File: src/rtl/ddr3_rx_train_pkg.sv
// Shared types and helpers for the DDR3 DQ receive training slice.
// Holds the FSM state enum, error codes, default pattern, rotation check.
package ddr3_rx_train_pkg;

  typedef enum logic [3:0] {
    S_IDLE,
    S_LOAD,
    S_SETTLE,
    S_COMPARE,
    S_EVAL,
    S_STEP,
    S_CHKRANGE,
    S_CENTER,
    S_SETTLE_C,
    S_SLIP_CHECK,
    S_SLIP_WAIT,
    S_DONE,
    S_ERROR
  } rx_train_state_e;

  localparam logic [1:0] ERR_NONE   = 2'b00;
  localparam logic [1:0] ERR_NO_WIN = 2'b01;
  localparam logic [1:0] ERR_SLIP   = 2'b10;

  localparam logic [7:0] DEF_PATTERN = 8'hF0;

  function automatic logic is_rotation(
    input logic [7:0] word,
    input logic [7:0] pattern
  );
    logic [7:0] r;
    logic       hit;
    r   = pattern;
    hit = 1'b0;
    for (int i = 0; i < 8; i++) begin
      if (word == r) hit = 1'b1;
      r = {r[6:0], r[7]};
    end
    return hit;
  endfunction

endpackage

File: src/rtl/ddr3_dq_rx_train_if.sv
// Lane bundle between the training controller and the IOD / fabric.
// master: controller side (drives delay, slip, status); slave: IOD/host.
interface ddr3_dq_rx_train_if;

  logic       TRAIN_START;
  logic [7:0] RX_DATA;
  logic       DELAY_LINE_OUT_OF_RANGE;
  logic       DELAY_LINE_LOAD;
  logic       DELAY_LINE_MOVE;
  logic       DELAY_LINE_DIRECTION;
  logic       RX_BIT_SLIP;
  logic       TRAIN_BUSY;
  logic       TRAIN_DONE;
  logic       TRAIN_ERR;
  logic [1:0] ERR_CODE;
  logic [7:0] CENTER_TAP;
  logic [7:0] RX_DATA_OUT;
  logic       RX_VALID;

  modport master (
    input  TRAIN_START,
    input  RX_DATA,
    input  DELAY_LINE_OUT_OF_RANGE,
    output DELAY_LINE_LOAD,
    output DELAY_LINE_MOVE,
    output DELAY_LINE_DIRECTION,
    output RX_BIT_SLIP,
    output TRAIN_BUSY,
    output TRAIN_DONE,
    output TRAIN_ERR,
    output ERR_CODE,
    output CENTER_TAP,
    output RX_DATA_OUT,
    output RX_VALID
  );

  modport slave (
    output TRAIN_START,
    output RX_DATA,
    output DELAY_LINE_OUT_OF_RANGE,
    input  DELAY_LINE_LOAD,
    input  DELAY_LINE_MOVE,
    input  DELAY_LINE_DIRECTION,
    input  RX_BIT_SLIP,
    input  TRAIN_BUSY,
    input  TRAIN_DONE,
    input  TRAIN_ERR,
    input  ERR_CODE,
    input  CENTER_TAP,
    input  RX_DATA_OUT,
    input  RX_VALID
  );

endinterface

File: src/rtl/ddr3_rx_pattern_chk.sv
// Per-tap pattern checker: clear, then count words; pass = stable + rotation.
// Ports: clk, rst, clear, count, word[7:0] in; pass out (valid after count).
module ddr3_rx_pattern_chk
  import ddr3_rx_train_pkg::*;
#(
  parameter logic [7:0] PATTERN = DEF_PATTERN
) (
  input  logic       clk,
  input  logic       rst,
  input  logic       clear,
  input  logic       count,
  input  logic [7:0] word,
  output logic       pass
);

  logic [7:0] first_q, first_d;
  logic       seen_q, seen_d;
  logic       ok_q, ok_d;

  always_comb begin
    first_d = first_q;
    seen_d  = seen_q;
    ok_d    = ok_q;
    if (clear) begin
      seen_d = 1'b0;
      ok_d   = 1'b0;
    end else if (count) begin
      if (!seen_q) begin
        first_d = word;
        seen_d  = 1'b1;
        ok_d    = is_rotation(word, PATTERN);
      end else if (word != first_q) begin
        ok_d = 1'b0;
      end
    end
  end

  always_ff @(posedge clk) begin
    if (rst) begin
      first_q <= '0;
      seen_q  <= 1'b0;
      ok_q    <= 1'b0;
    end else begin
      first_q <= first_d;
      seen_q  <= seen_d;
      ok_q    <= ok_d;
    end
  end

  assign pass = ok_q;

endmodule

File: src/rtl/ddr3_dq_rx_train.sv
// DDR3 DQ receive training: sweep delay, centre in first eye, bit-slip align.
// Ports: FAB_CLK, RX_SYNC_RST (sync, active-high); io = lane bundle (master).
module ddr3_dq_rx_train
  import ddr3_rx_train_pkg::*;
#(
  parameter logic [7:0] PATTERN        = DEF_PATTERN,
  parameter int         MAX_TAPS       = 128,
  parameter int         SETTLE_CYCLES  = 8,
  parameter int         COMPARE_CYCLES = 16,
  parameter int         MIN_WINDOW     = 4,
  parameter int         SLIP_WAIT      = 4
) (
  input logic                FAB_CLK,
  input logic                RX_SYNC_RST,
  ddr3_dq_rx_train_if.master io
);

  localparam int CNT_W = 16;

  rx_train_state_e state_q, state_d;

  logic [CNT_W-1:0] cnt_q, cnt_d;
  logic [8:0] tap_q, tap_d;
  logic [8:0] ws_q, ws_d;
  logic [8:0] wl_q, wl_d;
  logic [8:0] cen_q, cen_d;
  logic [8:0] slips_q, slips_d;

  logic load_q, load_d;
  logic move_q, move_d;
  logic dir_q, dir_d;
  logic slip_q, slip_d;
  logic busy_q, busy_d;
  logic done_q, done_d;
  logic terr_q, terr_d;
  logic valid_q, valid_d;
  logic [1:0] code_q, code_d;
  logic [7:0] dout_q;

  logic chk_clr;
  logic chk_cnt;
  logic chk_pass;
  logic sweep_end;

  assign chk_clr = (state_q == S_SETTLE);
  assign chk_cnt = (state_q == S_COMPARE);

  ddr3_rx_pattern_chk #(
    .PATTERN(PATTERN)
  ) u_chk (
    .clk  (FAB_CLK),
    .rst  (RX_SYNC_RST),
    .clear(chk_clr),
    .count(chk_cnt),
    .word (io.RX_DATA),
    .pass (chk_pass)
  );

  always_comb begin
    state_d   = state_q;
    cnt_d     = cnt_q;
    tap_d     = tap_q;
    ws_d      = ws_q;
    wl_d      = wl_q;
    cen_d     = cen_q;
    slips_d   = slips_q;
    code_d    = code_q;
    load_d    = 1'b0;
    move_d    = 1'b0;
    dir_d     = 1'b0;
    slip_d    = 1'b0;
    sweep_end = 1'b0;

    unique case (state_q)
      S_IDLE, S_DONE, S_ERROR: begin
        if (io.TRAIN_START) begin
          state_d = S_LOAD;
          load_d  = 1'b1;
          tap_d   = '0;
          ws_d    = '0;
          wl_d    = '0;
          cen_d   = '0;
          slips_d = '0;
          code_d  = ERR_NONE;
        end
      end
      S_LOAD: begin
        state_d = S_SETTLE;
        cnt_d   = '0;
      end
      S_SETTLE: begin
        if (cnt_q == CNT_W'(SETTLE_CYCLES - 1)) begin
          state_d = S_COMPARE;
          cnt_d   = '0;
        end else begin
          cnt_d = cnt_q + 1'b1;
        end
      end
      S_COMPARE: begin
        if (cnt_q == CNT_W'(COMPARE_CYCLES - 1)) begin
          state_d = S_EVAL;
          cnt_d   = '0;
        end else begin
          cnt_d = cnt_q + 1'b1;
        end
      end
      S_EVAL: begin
        if (chk_pass) begin
          if (wl_q == '0) ws_d = tap_q;
          if (wl_q != 9'h1FF) wl_d = wl_q + 1'b1;
        end else if (wl_q >= 9'(MIN_WINDOW)) begin
          sweep_end = 1'b1;
        end else begin
          wl_d = '0;
        end
        if (tap_q == 9'(MAX_TAPS - 1)) sweep_end = 1'b1;
        if (!sweep_end) begin
          state_d = S_STEP;
          move_d  = 1'b1;
          dir_d   = 1'b1;
          tap_d   = tap_q + 1'b1;
        end
      end
      S_STEP: begin
        state_d = S_CHKRANGE;
      end
      S_CHKRANGE: begin
        // Tap just stepped past the delay line's end: drop it unevaluated.
        if (io.DELAY_LINE_OUT_OF_RANGE) begin
          tap_d     = tap_q - 1'b1;
          sweep_end = 1'b1;
        end else begin
          state_d = S_SETTLE;
          cnt_d   = '0;
        end
      end
      S_CENTER: begin
        // One decrement every other cycle until tap reaches the centre.
        if (move_q) begin
          move_d = 1'b0;
        end else if (tap_q != cen_q) begin
          move_d = 1'b1;
          tap_d  = tap_q - 1'b1;
        end else begin
          state_d = S_SETTLE_C;
          cnt_d   = '0;
        end
      end
      S_SETTLE_C: begin
        if (cnt_q == CNT_W'(SETTLE_CYCLES - 1)) begin
          state_d = S_SLIP_CHECK;
          cnt_d   = '0;
        end else begin
          cnt_d = cnt_q + 1'b1;
        end
      end
      S_SLIP_CHECK: begin
        if (io.RX_DATA == PATTERN) begin
          state_d = S_DONE;
        end else if (slips_q == 9'd7) begin
          state_d = S_ERROR;
          code_d  = ERR_SLIP;
        end else begin
          state_d = S_SLIP_WAIT;
          slip_d  = 1'b1;
          slips_d = slips_q + 1'b1;
          cnt_d   = '0;
        end
      end
      S_SLIP_WAIT: begin
        // First cycle carries the slip pulse, then SLIP_WAIT idle cycles.
        if (cnt_q == CNT_W'(SLIP_WAIT)) begin
          state_d = S_SLIP_CHECK;
          cnt_d   = '0;
        end else begin
          cnt_d = cnt_q + 1'b1;
        end
      end
      default: begin
        state_d = S_IDLE;
      end
    endcase

    if (sweep_end) begin
      if (wl_d < 9'(MIN_WINDOW)) begin
        state_d = S_ERROR;
        code_d  = ERR_NO_WIN;
      end else begin
        state_d = S_CENTER;
        cen_d   = ws_d + (wl_d >> 1);
      end
    end

    busy_d  = !(state_d inside {S_IDLE, S_DONE, S_ERROR});
    done_d  = (state_d == S_DONE);
    terr_d  = (state_d == S_ERROR);
    valid_d = (state_q == S_DONE) && (state_d == S_DONE);
  end

  always_ff @(posedge FAB_CLK) begin
    if (RX_SYNC_RST) begin
      state_q <= S_IDLE;
      cnt_q   <= '0;
      tap_q   <= '0;
      ws_q    <= '0;
      wl_q    <= '0;
      cen_q   <= '0;
      slips_q <= '0;
      code_q  <= ERR_NONE;
      load_q  <= 1'b0;
      move_q  <= 1'b0;
      dir_q   <= 1'b0;
      slip_q  <= 1'b0;
      busy_q  <= 1'b0;
      done_q  <= 1'b0;
      terr_q  <= 1'b0;
      valid_q <= 1'b0;
      dout_q  <= '0;
    end else begin
      state_q <= state_d;
      cnt_q   <= cnt_d;
      tap_q   <= tap_d;
      ws_q    <= ws_d;
      wl_q    <= wl_d;
      cen_q   <= cen_d;
      slips_q <= slips_d;
      code_q  <= code_d;
      load_q  <= load_d;
      move_q  <= move_d;
      dir_q   <= dir_d;
      slip_q  <= slip_d;
      busy_q  <= busy_d;
      done_q  <= done_d;
      terr_q  <= terr_d;
      valid_q <= valid_d;
      dout_q  <= io.RX_DATA;
    end
  end

  assign io.DELAY_LINE_LOAD      = load_q;
  assign io.DELAY_LINE_MOVE      = move_q;
  assign io.DELAY_LINE_DIRECTION = dir_q;
  assign io.RX_BIT_SLIP          = slip_q;
  assign io.TRAIN_BUSY           = busy_q;
  assign io.TRAIN_DONE           = done_q;
  assign io.TRAIN_ERR            = terr_q;
  assign io.ERR_CODE             = code_q;
  assign io.CENTER_TAP           = cen_q[7:0];
  assign io.RX_DATA_OUT          = dout_q;
  assign io.RX_VALID             = valid_q;

endmodule
File: src/flat_wrapper.sv
// flat-port wrapper written by rule: the top's interface ports become plain ports
module ddr3_dq_rx_train_flat import ddr3_rx_train_pkg::*;
#(
  parameter logic [7:0] PATTERN        = DEF_PATTERN,
  parameter int         MAX_TAPS       = 128,
  parameter int         SETTLE_CYCLES  = 8,
  parameter int         COMPARE_CYCLES = 16,
  parameter int         MIN_WINDOW     = 4,
  parameter int         SLIP_WAIT      = 4
)
  (FAB_CLK, RX_SYNC_RST, io_TRAIN_START, io_RX_DATA, io_DELAY_LINE_OUT_OF_RANGE, io_DELAY_LINE_LOAD, io_DELAY_LINE_MOVE, io_DELAY_LINE_DIRECTION, io_RX_BIT_SLIP, io_TRAIN_BUSY, io_TRAIN_DONE, io_TRAIN_ERR, io_ERR_CODE, io_CENTER_TAP, io_RX_DATA_OUT, io_RX_VALID);
  ddr3_dq_rx_train_if io_i ();
  input logic FAB_CLK;
  input logic RX_SYNC_RST;
  input wire logic [$bits(io_i.TRAIN_START)-1:0] io_TRAIN_START;
  input wire logic [$bits(io_i.RX_DATA)-1:0] io_RX_DATA;
  input wire logic [$bits(io_i.DELAY_LINE_OUT_OF_RANGE)-1:0] io_DELAY_LINE_OUT_OF_RANGE;
  output wire logic [$bits(io_i.DELAY_LINE_LOAD)-1:0] io_DELAY_LINE_LOAD;
  output wire logic [$bits(io_i.DELAY_LINE_MOVE)-1:0] io_DELAY_LINE_MOVE;
  output wire logic [$bits(io_i.DELAY_LINE_DIRECTION)-1:0] io_DELAY_LINE_DIRECTION;
  output wire logic [$bits(io_i.RX_BIT_SLIP)-1:0] io_RX_BIT_SLIP;
  output wire logic [$bits(io_i.TRAIN_BUSY)-1:0] io_TRAIN_BUSY;
  output wire logic [$bits(io_i.TRAIN_DONE)-1:0] io_TRAIN_DONE;
  output wire logic [$bits(io_i.TRAIN_ERR)-1:0] io_TRAIN_ERR;
  output wire logic [$bits(io_i.ERR_CODE)-1:0] io_ERR_CODE;
  output wire logic [$bits(io_i.CENTER_TAP)-1:0] io_CENTER_TAP;
  output wire logic [$bits(io_i.RX_DATA_OUT)-1:0] io_RX_DATA_OUT;
  output wire logic [$bits(io_i.RX_VALID)-1:0] io_RX_VALID;
  assign io_i.TRAIN_START = io_TRAIN_START;
  assign io_i.RX_DATA = io_RX_DATA;
  assign io_i.DELAY_LINE_OUT_OF_RANGE = io_DELAY_LINE_OUT_OF_RANGE;
  assign io_DELAY_LINE_LOAD = io_i.DELAY_LINE_LOAD;
  assign io_DELAY_LINE_MOVE = io_i.DELAY_LINE_MOVE;
  assign io_DELAY_LINE_DIRECTION = io_i.DELAY_LINE_DIRECTION;
  assign io_RX_BIT_SLIP = io_i.RX_BIT_SLIP;
  assign io_TRAIN_BUSY = io_i.TRAIN_BUSY;
  assign io_TRAIN_DONE = io_i.TRAIN_DONE;
  assign io_TRAIN_ERR = io_i.TRAIN_ERR;
  assign io_ERR_CODE = io_i.ERR_CODE;
  assign io_CENTER_TAP = io_i.CENTER_TAP;
  assign io_RX_DATA_OUT = io_i.RX_DATA_OUT;
  assign io_RX_VALID = io_i.RX_VALID;
  ddr3_dq_rx_train #(.PATTERN(PATTERN), .MAX_TAPS(MAX_TAPS), .SETTLE_CYCLES(SETTLE_CYCLES), .COMPARE_CYCLES(COMPARE_CYCLES), .MIN_WINDOW(MIN_WINDOW), .SLIP_WAIT(SLIP_WAIT)) u_core (.FAB_CLK(FAB_CLK), .RX_SYNC_RST(RX_SYNC_RST), .io(io_i));
endmodule
File: config.mk
export PLATFORM = sky130hd
export DESIGN_NAME = ddr3_dq_rx_train_flat
export DESIGN_NICKNAME = d
export VERILOG_FILES = /design/src/rtl/ddr3_rx_train_pkg.sv /design/src/rtl/ddr3_dq_rx_train_if.sv /design/src/rtl/ddr3_rx_pattern_chk.sv /design/src/rtl/ddr3_dq_rx_train.sv /design/src/flat_wrapper.sv
export SDC_FILE = /design/constraint.sdc
export NUM_CORES = 1
export LEC_CHECK = 0
export BUFFER_PORTS_ARGS = -buffer_cell sky130_fd_sc_hd__buf_2
export CAP_MARGIN = 20
export CORE_UTILIZATION = 25
export DETAILED_ROUTE_END_ITERATION = 10
export PLACE_DENSITY_LB_ADDON = 0.3
export SYNTH_ARGS = -nofsm -noshare
export SYNTH_HDL_FRONTEND = slang
export SYNTH_SLANG_ARGS = --single-unit
File: constraint.sdc
create_clock -name FAB_CLK -period 4.8 [get_ports FAB_CLK]
set_input_delay 0 -clock FAB_CLK [delete_from_list [all_inputs] [get_ports FAB_CLK]]
set_output_delay 0 -clock FAB_CLK [all_outputs]
set_load 0.02 [all_outputs]
==> results of run 1 <==
[stage by stage]
stage	power, mW	utilization	worst slack [ns]
after global placement	0.956	0.273	0.963
after CTS	1.70	0.291	0.811
after floorplan	0.914	-	1.38
after detailed placement	0.955	0.273	0.821
final	1.67	0.291	0.828
after global routing	1.75	0.291	0.405
[worst max-delay path by stage]
stage	end	cells past startpoint	slack, ns	start
after detailed placement	u_core.cen_q[7]$_SDFF_PP0_	14	0.82	u_core.state_q[1]$_SDFF_PP0_
after floorplan	u_core.cen_q[7]$_SDFF_PP0_	16	1.38	u_core.wl_q[2]$_SDFF_PP0_
after CTS	u_core.cen_q[7]$_SDFF_PP0_	14	0.81	u_core.state_q[1]$_SDFF_PP0_
final	u_core.cen_q[7]$_SDFF_PP0_	14	0.83	u_core.state_q[1]$_SDFF_PP0_
after global routing	u_core.cen_q[7]$_SDFF_PP0_	14	0.40	u_core.state_q[1]$_SDFF_PP0_
after global placement	u_core.cen_q[7]$_SDFF_PP0_	14	0.96	u_core.state_q[1]$_SDFF_PP0_
[registers in the layout, summed over array words and instances, names as in the netlist, 4 cells and up]
name                   count
u_core.cen_q               9
u_core.cnt_q              16
u_core.io.RX_DATA_OUT      8
u_core.slips_q             9
u_core.state_q             4
u_core.tap_q               9
u_core.u_chk.first_q       8
u_core.wl_q                9
u_core.ws_q                9
[repair_timing]
action                    4_1_cts  5_1_grt
buffers inserted                0        0
hold buffers                    8        0
hold endpoints to repair       13        0
[critical path, stage by stage (launching register included)]
cell and delay (ns):
dfxtp_1 0.74, nand2_1 0.32, o22ai_2 0.41, o21ai_1 0.32, a22oi_1 0.43, inv_1 0.08
ha_1 0.27, a21o_1 0.17, a21oi_1 0.20, nand2b_1 0.13, a21boi_0 0.10, o41a_1 0.33
xor2_1 0.15, nand2_1 0.07, a21oi_1 0.17
[logic make-up (layout without fill, tap and decap cells)]
logic type,after synthesis,count (layout),synth area share
and+or+nand+nor,283,283,0.277
muxes,15,15,0.0283
adders and majority gates,22,22,0.0535
buffers and inverters,62,91,0.0597
DFF,93,93,0.343
AOI/OAI and AO/OA,127,127,0.163
xor gates and xnor gates,47,47,0.0758
[final cells by class]
| class | count | area, um^2 | area share |
|---|---|---|---|
| Clock buffer | 10 | 239 | 0.0389 |
| Tap cell | 275 | 344 | 0.0560 |
| Inverter | 25 | 93.8 | 0.0153 |
| Sequential cell | 93 | 1860 | 0.303 |
| Timing Repair Buffer | 50 | 303 | 0.0492 |
| Multi-Input combinational cell | 494 | 3240 | 0.527 |
| Clock inverter | 6 | 65.1 | 0.0106 |
[per-layer routing]
| metal | GRT usage | vias up | part of all wire |
|---|---|---|---|
| li1 | - | 2329 | - |
| met1 | 0.167 | 2167 | 0.49 |
| met2 | 0.207 | 93 | 0.47 |
| met3 | 0.0272 | 10 | 0.037 |
| met4 | 0.0362 | 0 | 0.0081 |
| met5 | 0 | - | 0 |
[power breakdown]
part,switching (mW),internal [mW],leakage (nW)
Sequential,0.00977,0.782,0.752
Combinational,0.0983,0.0518,1.46
Clock,0.351,0.381,0.150
[Yosys cell counts, drive strengths merged, types with 2 or more instances]
cell type | count | share of area
and3 | 12 | 0.014
inv | 25 | 0.017
xnor2 | 23 | 0.037
a22oi | 9 | 0.012
o22ai | 4 | 0.0069
nor4 | 8 | 0.013
or4 | 6 | 0.0097
nor2b | 15 | 0.017
mux2 | 3 | 0.0062
nor3 | 14 | 0.015
and2b | 3 | 0.0044
a21boi | 4 | 0.0055
o32ai | 2 | 0.0032
nor3b | 3 | 0.0041
a311o | 2 | 0.0037
nand3 | 22 | 0.021
ha | 20 | 0.046
a211o | 2 | 0.0035
nand2b | 6 | 0.0074
nor4b | 4 | 0.0065
nand3b | 10 | 0.014
buf | 17 | 0.021
dfxtp | 93 | 0.34
clkbuf | 20 | 0.021
nor2 | 83 | 0.060
mux2i | 12 | 0.022
a21o | 2 | 0.0028
a41oi | 2 | 0.0032
a31oi | 4 | 0.0046
a21oi | 39 | 0.039
a21bo | 2 | 0.0037
and2 | 14 | 0.016
o311a | 2 | 0.0037
nand2 | 55 | 0.038
o22a | 2 | 0.0037
nand4 | 10 | 0.012
fa | 2 | 0.0074
or3 | 12 | 0.015
xor2 | 24 | 0.039
a2bb2oi | 2 | 0.0044
o211ai | 3 | 0.0041
a22o | 8 | 0.013
o21ai | 26 | 0.024
==> results.json, run 1 <==
{
  "globalplace.congestion": 0.866,
  "drive_above_1_share": 0.133,
  "hp-class": "input port to flop",
  "relSlewSlack": 0.362,
  "cts_tree": "yes",
  "hold_depth": 4,
  "postSynth.asyncResetShare": 0,
  "drt_wl_total_um": 13700,
  "cp-end-kind": "flop",
  "finalCriticalPeriod_ns": 3.97,
  "grt_pass1_wl_um": 22200,
  "die-area_um2": 22300,
  "arrival_ns": 4.26,
  "cts_root_buf": "clkbuf_16",
  "status": "finished clean",
  "holdWs_ns": 0.230,
  "rows": 53,
  "ant_nets": 0,
  "firstDrtPassIters": 6,
  "rsz0062_at_grt": "false",
  "synth_seq_area_share": 0.343,
  "worstSetupStartpointType": "flop",
  "r2r_start": "u_core.state_q[1]$_SDFF_PP0_",
  "cp.required_ns": 5.08,
  "drtIter0Drc": 362,
  "placed_cell_area_um2": 5770,
  "r2r_cells": 14,
  "dp_cells": 929,
  "synthCells": 649,
  "cts_resized": 0,
  "fin_setup_tns_ns": 0,
  "area_growth_pct": 13.3,
  "diodes": 0,
  "dpl.hpwl_um": 9780,
  "clkSinkCount": 93,
  "postSynthNetCount": 683,
  "cp_max_fo": 20,
  "power.leakage_nw": 2.37,
  "antenna_found_initial": 0,
  "hold_path_end": "u_core.io.DELAY_LINE_LOAD$_SDFF_PP0_",
  "routedWlPerCell_um": 14.3,
  "clock_latency_ns": 0.36,
  "clockBufferDepth": 2,
  "grt_overflow": 0,
  "hp-start": "io_TRAIN_START",
  "synth_ff_type": "dfxtp_1",
  "cap_violations": 0,
  "p_per_area_nw_per_um2": 272,
  "drc": 0,
  "grt_max_degree": 56,
  "viasPerCell": 4.83,
  "vias": 4599,
  "ir_drop_mv": 0.168,
  "htreeDepth": 3,
  "slew_violations": 0,
  "pin_count": 38,
  "rr_endpoint": "u_core.cen_q[7]$_SDFF_PP0_",
  "syn_area_um2": 5430,
  "path_class": "flop to flop",
  "grt_pass1_vias": 4225,
  "max_freq_ghz": 0.252,
  "core_um2": 21200,
  "die_h_um": 149,
  "fin_area_um2": 6150,
  "grt_util_all_layers": 0.127,
  "layout.nets": 707,
  "regToRegSetupSlack_ns": 0.83,
  "portBuffers": 37,
  "clk_pin_slew_worst_paths_ns": 0.08,
  "worst_pin_slew_ns": 0.953,
  "finalHoldViolCount": 0,
  "finalNonFillerCells": 953,
  "setup-violations-final": 0,
  "synth.avg_cell_area_um2": 8.37,
  "yosysWarnings": 0,
  "skew_ns": 0.00882,
  "start_util": 0.257,
  "mostFrequentLayoutCells": "93 x dfxtp_1, 82 x nor2_1, 55 x nand2_1",
  "min_period_over_period": 0.828,
  "layout_commonest_cell": "dfxtp_1",
  "yosysUniqueCellTypes": 82,
  "ys_ff_latch": 93,
  "n_fill_cell": 2246,
  "fp.dieW_um": 149,
  "numCtsBuffers": 9,
  "synth-edff-count": 0
}
Note: power is estimated with default switching activity, not from simulation.
==> run 2: changes to the inputs <==
Clock period 4.8 ns to 3.3 ns, I/O delays scaled along.
==> run 2 against run 1 <==
Against the previous run: flip-flop and latch count is the same; first-iteration DRC count fell by 40%; sequential share of layout area decreased by 1.3 points; maximum frequency up 20%; clock skew grew 0.0015 ns; hold slack improved by 0.029 ns; global-route usage up 0.51 points; register-to-register slack worse by 0.83 ns; utilization increased by 1.3 points; final cell count increased by 3.3%; worst setup slack lost 0.83 ns; critical endpoint unchanged; largest cell class unchanged.
==> results.json, run 2 (synthesized netlist as in run 1, its figures left out) <==
{
  "cp-end-kind": "flop",
  "status": "finished clean",
  "ir_drop_mv": 0.229,
  "cp_cell_sequence": "or4_4 > nor4_4 > and3_4 > o21ai_2 > a22oi_2 > inv_1 > ha_1 > a21o_1 > a21oi_2 > nand2b_1 > a21boi_1 > o41a_1 > xor2_1 > nand2_1 > a21oi_1",
  "antenna_found_initial": 0,
  "vias": 4686,
  "use_met2": 0.221,
  "relSlewSlack": 0.514,
  "htreeDepth": 3,
  "finalHoldViolCount": 0,
  "start_util": 0.257,
  "worstSetupStartpointType": "flop",
  "grt_max_degree": 55,
  "r2r_start": "u_core.wl_q[2]$_SDFF_PP0_",
  "cp_max_fo": 4,
  "grt_overflow": 0,
  "arrival_ns": 3.50,
  "mostFrequentLayoutCells": "93 x dfxtp_1, 82 x nor2_1, 55 x nand2_1",
  "portBuffers": 37,
  "viasPerCell": 4.76,
  "crit_buf_inv": 1,
  "hp-start": "RX_SYNC_RST",
  "die_h_um": 149,
  "rsz0062_at_grt": "true",
  "slew_violations": 0,
  "power.leakage_nw": 2.52,
  "utilization": 0.304,
  "finalCriticalPeriod_ns": 3.30,
  "fp.dieW_um": 149,
  "core_um2": 21200,
  "grt_util_all_layers": 0.132,
  "firstDrtPassIters": 5,
  "numCtsBuffers": 9,
  "p_per_area_nw_per_um2": 381,
  "rows": 53,
  "skew_ns": 0.0104,
  "ant_nets": 0,
  "cpPeakStageDelay_ns": 0.52,
  "use_met1": 0.165,
  "grt_pass1_wl_um": 23200,
  "n_fill_cell": 2224,
  "top_register": "u_core.cnt_q",
  "clk_pin_slew_worst_paths_ns": 0.07,
  "layout.nets": 739,
  "cp_slowest_cell": "or4_4",
  "clock_latency_ns": 0.35,
  "cts_tree": "yes",
  "die-area_um2": 22300,
  "cp.required_ns": 3.50,
  "routedWlPerCell_um": 14.3,
  "use_met3": 0.0300,
  "area_growth_pct": 18.3,
  "cap_violations": 0,
  "grt_busiest_layer": "met2",
  "crit_family": "simple AND/OR/NAND/NOR gates",
  "dpl.hpwl_um": 10200,
  "largest_reg_flops": 16,
  "diodes": 0,
  "globalplace.congestion": 0.887,
  "drt_wl_total_um": 14000,
  "worst_pin_slew_ns": 0.722,
  "clkSinkCount": 93,
  "path_class": "flop to flop",
  "setup-violations-final": 0,
  "drc": 0,
  "min_period_over_period": 1.00,
  "layout_commonest_cell": "dfxtp_1",
  "hp-class": "input port to flop",
  "max_freq_ghz": 0.303,
  "pin_count": 38,
  "drive_above_1_share": 0.188,
  "cp-startpoint": "u_core.wl_q[2]$_SDFF_PP0_",
  "cts_root_buf": "clkbuf_16",
  "drtIter0Drc": 218,
  "clockBufferDepth": 2,
  "grt_pass1_vias": 4605,
  "fin_setup_tns_ns": 0
}
run 2: changes by cell type in the layout (fill, tap and decap cells not counted), moves of 3 or more:
cell and delta:
a21oi_2 +3, a21oi_1 -3, buf_4 +32, o21ai_0 -3
run 2: final timing paths:
path / to / slack [ns] / cells after the start
hold / removal: u_core.tap_q[2]$_SDFFE_PP0P_ / 0.26 / 3
setup / recovery: u_core.cen_q[7]$_SDFF_PP0_ / 0.0007 / 15
setup reg to reg: u_core.cen_q[7]$_SDFF_PP0_ / 0.0007 / 15
hold reg to reg: u_core.io.ERR_CODE[0]$_SDFF_PP0_ / 0.47 / 2
run 2: worst min-delay path: cells and delay by family:
kind	cells	cell delay, ns
buf+inv	2	0.42
simple gates	1	0.16
run 2: report_power, final:
part | total [mW] | leakage, nW | internal (mW) | switching [mW]
clock network | 1.06 | 0.141 | 0.605 | 0.453
registers | 1.15 | 0.752 | 1.14 | 0.0107
logic | 0.240 | 1.63 | 0.0866 | 0.153
total | 2.45 | 2.52 | 1.83 | 0.617
run 2: per-layer routing:
| layer | vias up | share of wire |
|---|---|---|
| met5 | - | 0 |
| met4 | 0 | 0.022 |
| met3 | 26 | 0.034 |
| met2 | 73 | 0.48 |
| met1 | 2188 | 0.47 |
| li1 | 2399 | - |
run 2: final cells by class:
| cell class | count | area [um^2] | share of cell area |
|---|---|---|---|
| Clock buffer | 10 | 239 | 0.0372 |
| Tap cell | 275 | 344 | 0.0536 |
| Inverter | 25 | 93.8 | 0.0146 |
| Timing Repair Buffer | 82 | 543 | 0.0846 |
| Multi-Input combinational cell | 494 | 3280 | 0.511 |
| Sequential cell | 93 | 1860 | 0.290 |
| Clock inverter | 5 | 58.8 | 0.00916 |
run 2: repair_timing:
action,in CTS,in global routing
hold buffers,8,0
setup buffers,0,2
gates cloned,0,0
endpoints found under the hold margin,13,0
setup endpoints to repair,1,4
pin swaps,0,14
resized for setup,1,13
run 2: metrics by stage:
step | hold WS (ns) | total power [mW] | instance area, um^2 | setup slack, ns | cells
floorplan | 0.128 | 1.33 | 5440 | 0.00366 | 649
global placement | 0.302 | 1.41 | 6000 | 0.0829 | 959
detailed placement | 0.309 | 1.41 | 6000 | 0.0231 | 959
CTS | 0.265 | 2.49 | 6380 | 0.0280 | 982
global route | 0.286 | 2.55 | 6420 | -0.253 | 984
finish | 0.259 | 2.45 | 6420 | 0.000724 | 984
